`config.mk`:
```
export PLATFORM = sky130hd
export DESIGN_NAME = seq_chunk_adder
export DESIGN_NICKNAME = d
export VERILOG_FILES = /design/src/rtl/seq_chunk_adder_pkg.sv /design/src/rtl/seq_chunk_adder_chunk.sv /design/src/rtl/seq_chunk_adder.sv
export SDC_FILE = /design/constraint.sdc
export NUM_CORES = 1
export LEC_CHECK = 0
export ABC_AREA = 1
export BUFFER_PORTS_ARGS = -buffer_cell sky130_fd_sc_hd__buf_2
export CORE_UTILIZATION = 30
export CTS_CLUSTER_DIAMETER = 80
export DETAILED_ROUTE_END_ITERATION = 10
export PLACE_DENSITY = 0.47
export SETUP_SLACK_MARGIN = 0.1
export SLEW_MARGIN = 20
export SYNTH_ARGS = -nofsm -noshare
export SYNTH_HDL_FRONTEND = slang
export SYNTH_SLANG_ARGS = --single-unit
export TNS_END_PERCENT = 100
```
`constraint.sdc`:
```
create_clock -name clk -period 2.1 [get_ports clk]
set_input_delay 0.315 -clock clk [delete_from_list [all_inputs] [get_ports clk]]
set_output_delay 0.315 -clock clk [all_outputs]
set_load 0.1 [all_outputs]
```
`src/rtl/seq_chunk_adder_pkg.sv`:
```
// Shared definitions for the chunked add/subtract unit.
//   state_e    : controller states (IDLE waits for start, RUN walks the chunks)
//   DEF_WIDTH  : default operand/result width
//   DEF_DIGIT  : default bits processed per clock
//   cnt_width  : width of a counter able to index n chunks (minimum 1 bit)
package seq_chunk_adder_pkg;

  typedef enum logic {
    ST_IDLE = 1'b0,
    ST_RUN  = 1'b1
  } state_e;

  localparam int unsigned DEF_WIDTH = 16;
  localparam int unsigned DEF_DIGIT = 4;

  function automatic int unsigned cnt_width(input int unsigned n);
    return (n <= 1) ? 1 : $clog2(n);
  endfunction

endpackage

```
`src/rtl/seq_chunk_adder_chunk.sv`:
```
// chunk_adder: purely combinational DIGIT-bit ripple-carry adder.
//   x, y      : DIGIT-bit addends
//   ci        : carry into bit 0
//   s         : DIGIT-bit sum
//   co        : carry out of the top bit
//   c_msb_in  : carry into the top bit (xor with co gives signed overflow)
module chunk_adder #(
  parameter int unsigned DIGIT = 4
) (
  input  logic [DIGIT-1:0] x,
  input  logic [DIGIT-1:0] y,
  input  logic             ci,
  output logic [DIGIT-1:0] s,
  output logic             co,
  output logic             c_msb_in
);

  logic c;

  always_comb begin
    s        = '0;
    c        = ci;
    c_msb_in = ci;
    for (int unsigned i = 0; i < DIGIT; i++) begin
      if (i == DIGIT - 1) begin
        c_msb_in = c;
      end
      s[i] = x[i] ^ y[i] ^ c;
      c    = (x[i] & y[i]) | (c & (x[i] ^ y[i]));
    end
    co = c;
  end

endmodule

```
`src/rtl/seq_chunk_adder.sv`:
```
// seq_chunk_adder: multi-cycle WIDTH-bit add/subtract, DIGIT bits per clock,
// least-significant chunk first, carry held in a register between chunks.
//   clk, rst_n : clock and synchronous active-low reset
//   start      : request, accepted only while ready=1
//   a, b       : operands, sampled on the accept edge
//   cin        : carry-in (add) / borrow-in (sub), sampled on the accept edge
//   sub        : 0 -> a+b+cin, 1 -> a-b-cin (computed as a + ~b + !cin)
//   ready      : high while idle
//   done       : one-cycle pulse when sum/cout/ovf update
//   sum        : result modulo 2^WIDTH, held until the next completion
//   cout       : carry out of the MSB chunk (1 = no borrow in sub mode)
//   ovf        : signed overflow
module seq_chunk_adder
  import seq_chunk_adder_pkg::*;
#(
  parameter int unsigned WIDTH = DEF_WIDTH,
  parameter int unsigned DIGIT = DEF_DIGIT
) (
  input  logic             clk,
  input  logic             rst_n,
  input  logic             start,
  input  logic [WIDTH-1:0] a,
  input  logic [WIDTH-1:0] b,
  input  logic             cin,
  input  logic             sub,
  output logic             ready,
  output logic             done,
  output logic [WIDTH-1:0] sum,
  output logic             cout,
  output logic             ovf
);

  localparam int unsigned NCHUNK = WIDTH / DIGIT;
  localparam int unsigned CW     = cnt_width(NCHUNK);
  localparam logic [CW-1:0] LAST = CW'(NCHUNK - 1);

  state_e           state_q, state_d;
  logic [CW-1:0]    idx_q, idx_d;
  logic             carry_q, carry_d;
  logic [WIDTH-1:0] a_q, a_d;
  logic [WIDTH-1:0] b_q, b_d;
  logic [WIDTH-1:0] acc_q, acc_d;
  logic [WIDTH-1:0] sum_q, sum_d;
  logic             cout_q, cout_d;
  logic             ovf_q, ovf_d;
  logic             done_q, done_d;

  logic [DIGIT-1:0] cs;
  logic             cco;
  logic             cmsb;
  logic [WIDTH-1:0] s_ext;

  chunk_adder #(
    .DIGIT (DIGIT)
  ) u_chunk (
    .x        (a_q[DIGIT-1:0]),
    .y        (b_q[DIGIT-1:0]),
    .ci       (carry_q),
    .s        (cs),
    .co       (cco),
    .c_msb_in (cmsb)
  );

  // Operands shift right one chunk per cycle and results shift in at the
  // top of the accumulator, so the adder always sees bits [DIGIT-1:0] and no
  // chunk-index multiplexers are needed; after NCHUNK shifts acc is aligned.
  always_comb begin
    state_d = state_q;
    idx_d   = idx_q;
    carry_d = carry_q;
    a_d     = a_q;
    b_d     = b_q;
    acc_d   = acc_q;
    sum_d   = sum_q;
    cout_d  = cout_q;
    ovf_d   = ovf_q;
    done_d  = 1'b0;
    s_ext   = '0;
    s_ext[DIGIT-1:0] = cs;

    case (state_q)
      ST_IDLE: begin
        if (start) begin
          a_d     = a;
          b_d     = b ^ {WIDTH{sub}};
          carry_d = cin ^ sub;
          idx_d   = '0;
          state_d = ST_RUN;
        end
      end
      ST_RUN: begin
        a_d     = a_q >> DIGIT;
        b_d     = b_q >> DIGIT;
        acc_d   = (acc_q >> DIGIT) | (s_ext << (WIDTH - DIGIT));
        carry_d = cco;
        idx_d   = idx_q + CW'(1);
        if (idx_q == LAST) begin
          sum_d   = acc_d;
          cout_d  = cco;
          ovf_d   = cco ^ cmsb;
          done_d  = 1'b1;
          idx_d   = '0;
          state_d = ST_IDLE;
        end
      end
      default: state_d = ST_IDLE;
    endcase
  end

  always_ff @(posedge clk) begin
    if (!rst_n) begin
      state_q <= ST_IDLE;
      idx_q   <= '0;
      carry_q <= 1'b0;
      a_q     <= '0;
      b_q     <= '0;
      acc_q   <= '0;
      sum_q   <= '0;
      cout_q  <= 1'b0;
      ovf_q   <= 1'b0;
      done_q  <= 1'b0;
    end else begin
      state_q <= state_d;
      idx_q   <= idx_d;
      carry_q <= carry_d;
      a_q     <= a_d;
      b_q     <= b_d;
      acc_q   <= acc_d;
      sum_q   <= sum_d;
      cout_q  <= cout_d;
      ovf_q   <= ovf_d;
      done_q  <= done_d;
    end
  end

  assign ready = (state_q == ST_IDLE);
  assign done  = done_q;
  assign sum   = sum_q;
  assign cout  = cout_q;
  assign ovf   = ovf_q;

endmodule

```
==> flow_summary.yaml, run 1 <==
status:
  status: "completed"
place:
  port_buffers: 56
  dpl-instance-area_um2: 3350
  place_ws_ps: 6.14
  dpl.hpwl_um: 4700
  gp_congestion: 0.725
die:
  die-area_um2: 10200
  core_area_um2: 9370
  dieHeight_um: 101
  initial_utilization_pct: 31.4
  die_w_um: 101
  ios: 57
  rows: 35
cells_and_area:
  finalNetCount: 524
  area_delta_synth_final_pct: 22.1
  finalInstanceArea_um2: 3590
  antenna_cells_inserted: 0
  drive_above_1_share_pct: 19.9
detailed_routing:
  drt_iter0_markers: 54
  post-route-drc-count: 0
  drt-total-wl_um: 6830
  vias: 2679
  vias_per_cell: 4.35
  routedWlPerCell_um: 11.1
  firstDrtPassIters: 4
  antenna_left: 0
timing:
  setup-tns-final_ps: 0
  relSlewSlack_pct: 55.2
  drv_slew: 0
  worst_pin_slew_ps: 670
  worst_slack_ps: 55.9
  worst_hold_slack_ps: 207
  setup_violations: 0
  fin_skew_ps: 10.7
  rsz0062_at_grt: "true"
  layout_min_cycle_time_ps: 2040
  finalCritPeriodShare_pct: 97.3
  max_freq_mhz: 489
  hold_viol_final: 0
grt:
  grt_pass1_wl_um: 11700
  grt_overflow: 0
  grt_max_degree: 31
  grt_pass1_vias: 2575
  antenna_found_initial: 0
  globalRouteTotalUtil_pct: 14.9
yosys:
  seq_area_frac_synth_pct: 45.6
  synthTopCellsByCount: "150 x nand2_1, 67 x dfxtp_1, 52 x inv_1, 47 x nand3_1, 39 x a21oi_1"
  synthArstFlopShare_pct: 0
  ys_warn_count: 0
  yosysUniqueCellTypes: 16
  synth_seq_cells: 67
  yosysTopAreaCell: "dfxtp_1"
  synthCells: 429
  ys.flop_type: "dfxtp_1"
  synth_top_area_share_pct: 45.6
  synth.avg_cell_area_um2: 6.86
  synth-edff-count: 0
  synth_area_um2: 2940
  synthTopCellsByArea: "dfxtp_1 46%, nand2_1 19%, nand3_1 8.0%, a21oi_1 6.6%, inv_1 6.6%"
  syn_nets: 471
  yosysMostFrequentCell: "nand2_1"
critical_path:
  crit_path_start_kind: "flop"
  critical_path_class: "flop to flop"
  arrival_ps: 2310
  slowest_delay_ps: 440
  crit_chain: "fa_2 > inv_2 > fa_2 > inv_2 > fa_2 > inv_2 > fa_2 > o21ai_1"
  r2r_start: "carry_q"
  reg2reg_depth: 8
  cp_slowest_cell: "fa_2"
  critPathCaptureType: "flop"
  crit_path_max_fanout: 2
  required_ps: 2370
  r2r_slack_ps: 60
  r2r-end: "sum[15]"
  cpMostUsedCell: "fa_2"
clocking:
  cts_root_buffer: "clkbuf_8"
  cts_max_path_buffers: 2
  cts_sinks: 67
  cts_buffers: 9
  cts_tree: "built"
  clk_pin_slew_ps: 80
  hold_buffers: 0
  htree_levels: 3
  clk_latency_ps: 340
power_and_ir_drop:
  p_seq_share_pct: 48.1
  combPwrFrac_pct: 10.7
  power_density_nw_per_um2: 791
  clockPowerShare_pct: 41.2
  swShare_pct: 25.8
  p_leak_nw: 1.89
  fin_total_pwr_mw: 2.84
  intPower_mw: 2.11
  p_sw_mw: 0.732
  ir_worst_vdd_mv: 0.384
hold_path:
  holdPathEnd: "a_q[15]"
  hold_path_depth: 3
  min_from: "a[15]"
  worst_hold_path_type: "primary input to flop"
run:
  drv_cap: 0
[logic make-up after synthesis]
logic type / Yosys count / synth area share, %
AOI/OAI and AO/OA: 56 / 9.53
xor gates and xnor gates: 1 / 0.298
adders and majority gates: 5 / 3.15
buffers and inverters: 79 / 11.0
DFF: 67 / 45.6
and+or+nand+nor: 221 / 30.5
[through the flow]
step	cells	utilization (%)
2_1_floorplan	429	-
3_3_place_gp	598	35.7
3_5_place_dp	598	35.7
4_1_cts	615	38.2
5_1_grt	616	38.3
6_report	616	38.3
[what timing repair did]
| action | in CTS | in global routing |
|---|---|---|
| endpoints found under the setup margin | 4 | 4 |
| pin swaps | 4 | 7 |
| setup buffers | 1 | 1 |
| gates resized for setup | 9 | 3 |
[placed cells by master, fill, tap and decap left out, drive strengths merged]
cell	synthesis	layout
clkinv	0	5
inv	54	54
clkbuf	6	9
dfxtp	67	67
nor2	24	24
ha	1	1
nand2	150	150
o21ai	17	17
buf	19	67
bufinv	0	2
xor2	1	1
nand3	47	47
a21oi	39	39
fa	4	4
[worst max-delay path, delay by kind of cell (launching register included)]
| kind | cells | cell delay [ps] |
|---|---|---|
| adders and majority gates | 4 | 1350 |
| AOI/OAI and AO/OA | 1 | 130 |
| buffers and inverters | 3 | 170 |
| DFF | 1 | 330 |
[registers in the layout, summed over array words and instances, names as in the netlist, 2 cells and up]
name	cells
idx_q	2
sum	16
acc_q	12
b_q	16
a_q	16
[area by class of cell]
cell class	instances	area, um^2
clock buffer	9	124
multi-input combinational	283	1290
tap	129	161
fill	1071	5780
inverter	54	203
clock inverter	7	92.6
timing repair buffer	67	375
sequential	67	1350
[worst max path at each step]
stage,startpoint,end,slack (ps),cells after the start
2_1_floorplan,carry_q,sum[15],110,8
3_3_place_gp,carry_q,sum[15],40,8
3_5_place_dp,carry_q,sum[15],6,8
4_1_cts,b_q[0],acc_q[15],60,8
5_1_grt,carry_q,sum[15],-10,8
6_report,carry_q,sum[15],60,8
[layer usage]
layer  part of all wire (%)  routed length (um)  global-route usage [%]  vias to the layer above
li1                       -                   -                       -                     1428
met3                    3.7                 256                    4.37                        6
met1                     48                3290                    17.6                     1200
met4                   0.97                  66                    4.35                        0
met2                     47                3210                    26.0                       45
met5                      0                   0                       0                        -
[power groups by stage]
| stage | combinational (mW) | sequential [mW] | clock (mW) |
|---|---|---|---|
| floorplan | 0.210 | 1.38 | 0 |
| global placement | 0.300 | 1.40 | 0 |
| finish | 0.303 | 1.37 | 1.17 |
| CTS | 0.308 | 1.37 | 1.20 |
| detailed placement | 0.304 | 1.40 | 0 |
| global route | 0.352 | 1.38 | 1.26 |
No activity file was read; power rests on OpenSTA's default activity.
==> run 2, diff against run 1 <==
CORE_UTILIZATION = 45   (was 30)
PLACE_DENSITY = 0.67   (was 0.47)
==> flow_summary.yaml, run 2 (synthesized netlist as in run 1, its figures left out) <==
power_and_ir_drop:
  power_density_nw_per_um2: 771
  p_leak_nw: 1.88
  ir_worst_vdd_mv: 0.481
timing:
  finalCritPeriodShare_pct: 97.2
  setup_violations: 0
  hold_viol_final: 0
  max_freq_mhz: 490
  rsz0062_at_grt: "true"
  fin_skew_ps: 9.12
  relSlewSlack_pct: 53.0
  worst_pin_slew_ps: 705
  setup-tns-final_ps: 0
  layout_min_cycle_time_ps: 2040
  drv_slew: 0
grt:
  antenna_found_initial: 0
  grt_max_degree: 31
  grt_pass1_vias: 2406
  grt_pass1_wl_um: 10400
  globalRouteTotalUtil_pct: 18.8
  grt_overflow: 0
critical_path:
  crit_path_max_fanout: 2
  required_ps: 2360
  crit_path_start_kind: "flop"
  critPathCaptureType: "flop"
  critical_path_class: "flop to flop"
  arrival_ps: 2300
hold_path:
  worst_hold_path_type: "primary input to flop"
clocking:
  htree_levels: 3
  clk_latency_ps: 330
  hold_buffers: 0
  cts_tree: "built"
  cts_buffers: 9
  cts_sinks: 67
  cts_max_path_buffers: 2
  clk_pin_slew_ps: 70
  cts_root_buffer: "clkbuf_8"
cells_and_area:
  finalNetCount: 524
  antenna_cells_inserted: 0
  finalInstanceArea_um2: 3490
  multi_input_area_um2: 1290
  layout_commonest_cell: "nand2_1"
  drive_above_1_share_pct: 19.1
  final_cell_mix: "150 x nand2_1, 64 x dfxtp_1, 56 x buf_2"
  seq_area_um2: 1350
  area_delta_synth_final_pct: 18.6
  nFillCells: 656
detailed_routing:
  firstDrtPassIters: 4
  drt-total-wl_um: 6050
  vias_per_cell: 4.75
  routedWlPerCell_um: 10.7
  vias: 2678
  drt_iter0_markers: 80
  post-route-drc-count: 0
  antenna_left: 0
place:
  dpl-instance-area_um2: 3260
  port_buffers: 56
  gp_congestion: 0.798
  dpl.hpwl_um: 4230
die:
  die_w_um: 82.9
  core_area_um2: 6310
  dieHeight_um: 82.9
  initial_utilization_pct: 46.6
  rows: 29
  die-area_um2: 6860
  ios: 57
run:
  drv_cap: 0
status:
  status: "completed"
[run 2: cell types whose count changed in the layout (fill, tap and decap cells not counted), sizes merged]
cell	previous run	this run
clkbuf	9	14
clkinv	5	1
bufinv	2	1
[run 2: metrics by stage]
stage               power, mW  hold WS (ps)  util (%)  instances  setup WS, ps
CTS                      2.72           207      54.9        562          61.5
global route             2.83           222      55.3        564         -28.9
detailed placement       1.69           432      51.6        545         -9.37
finish                   2.69           223      55.3        564          58.1
global placement         1.68           432      51.6        545          50.1
floorplan                1.59           413         -        429           109
[run 2: timing repair]
action / 4_1_cts / 5_1_grt
endpoints found under the setup margin: 4 / 4
pin swaps: 3 / 4
gates resized for setup: 8 / 3
buffers inserted: 1 / 2
[run 2: worst paths after layout]
| path | from | to | slack (ps) | depth (start not counted) |
|---|---|---|---|---|
| setup / recovery | carry_q | sum[15] | 60 | 8 |
| hold / removal | a[14] | a_q[14] | 220 | 3 |
| hold reg to reg | acc_q[4] | sum[0] | 440 | 2 |
| setup reg to reg | carry_q | sum[15] | 60 | 8 |
[run 2: cell type report]
cell class / count / share of cell area (%)
clock buffer: 14 / 4.37
inverter: 54 / 5.81
tap: 77 / 2.76
sequential: 67 / 38.5
multi-input combinational: 283 / 37.1
clock inverter: 2 / 1.00
timing repair buffer: 67 / 10.4
[run 2: power by group]
group | switching [mW] | internal, mW
Sequential | 0.0397 | 1.33
Combinational | 0.180 | 0.112
Clock | 0.445 | 0.582
Total | 0.665 | 2.02
[run 2: critical path, cell delays in order, from the launching register on]
cell and delay, ps:
dfxtp_2 330, fa_2 390, inv_2 60, fa_1 160
inv_1 50, fa_2 350, inv_2 60, fa_2 440
o21ai_2 130
[run 2: metal layers]
metal	track usage, %	vias to the layer above	share of wire [%]
met1	21.9	1183	46
met3	3.08	13	3.4
li1	-	1430	-
met5	0	-	0
met4	8.93	0	2.1
met2	33.3	52	48
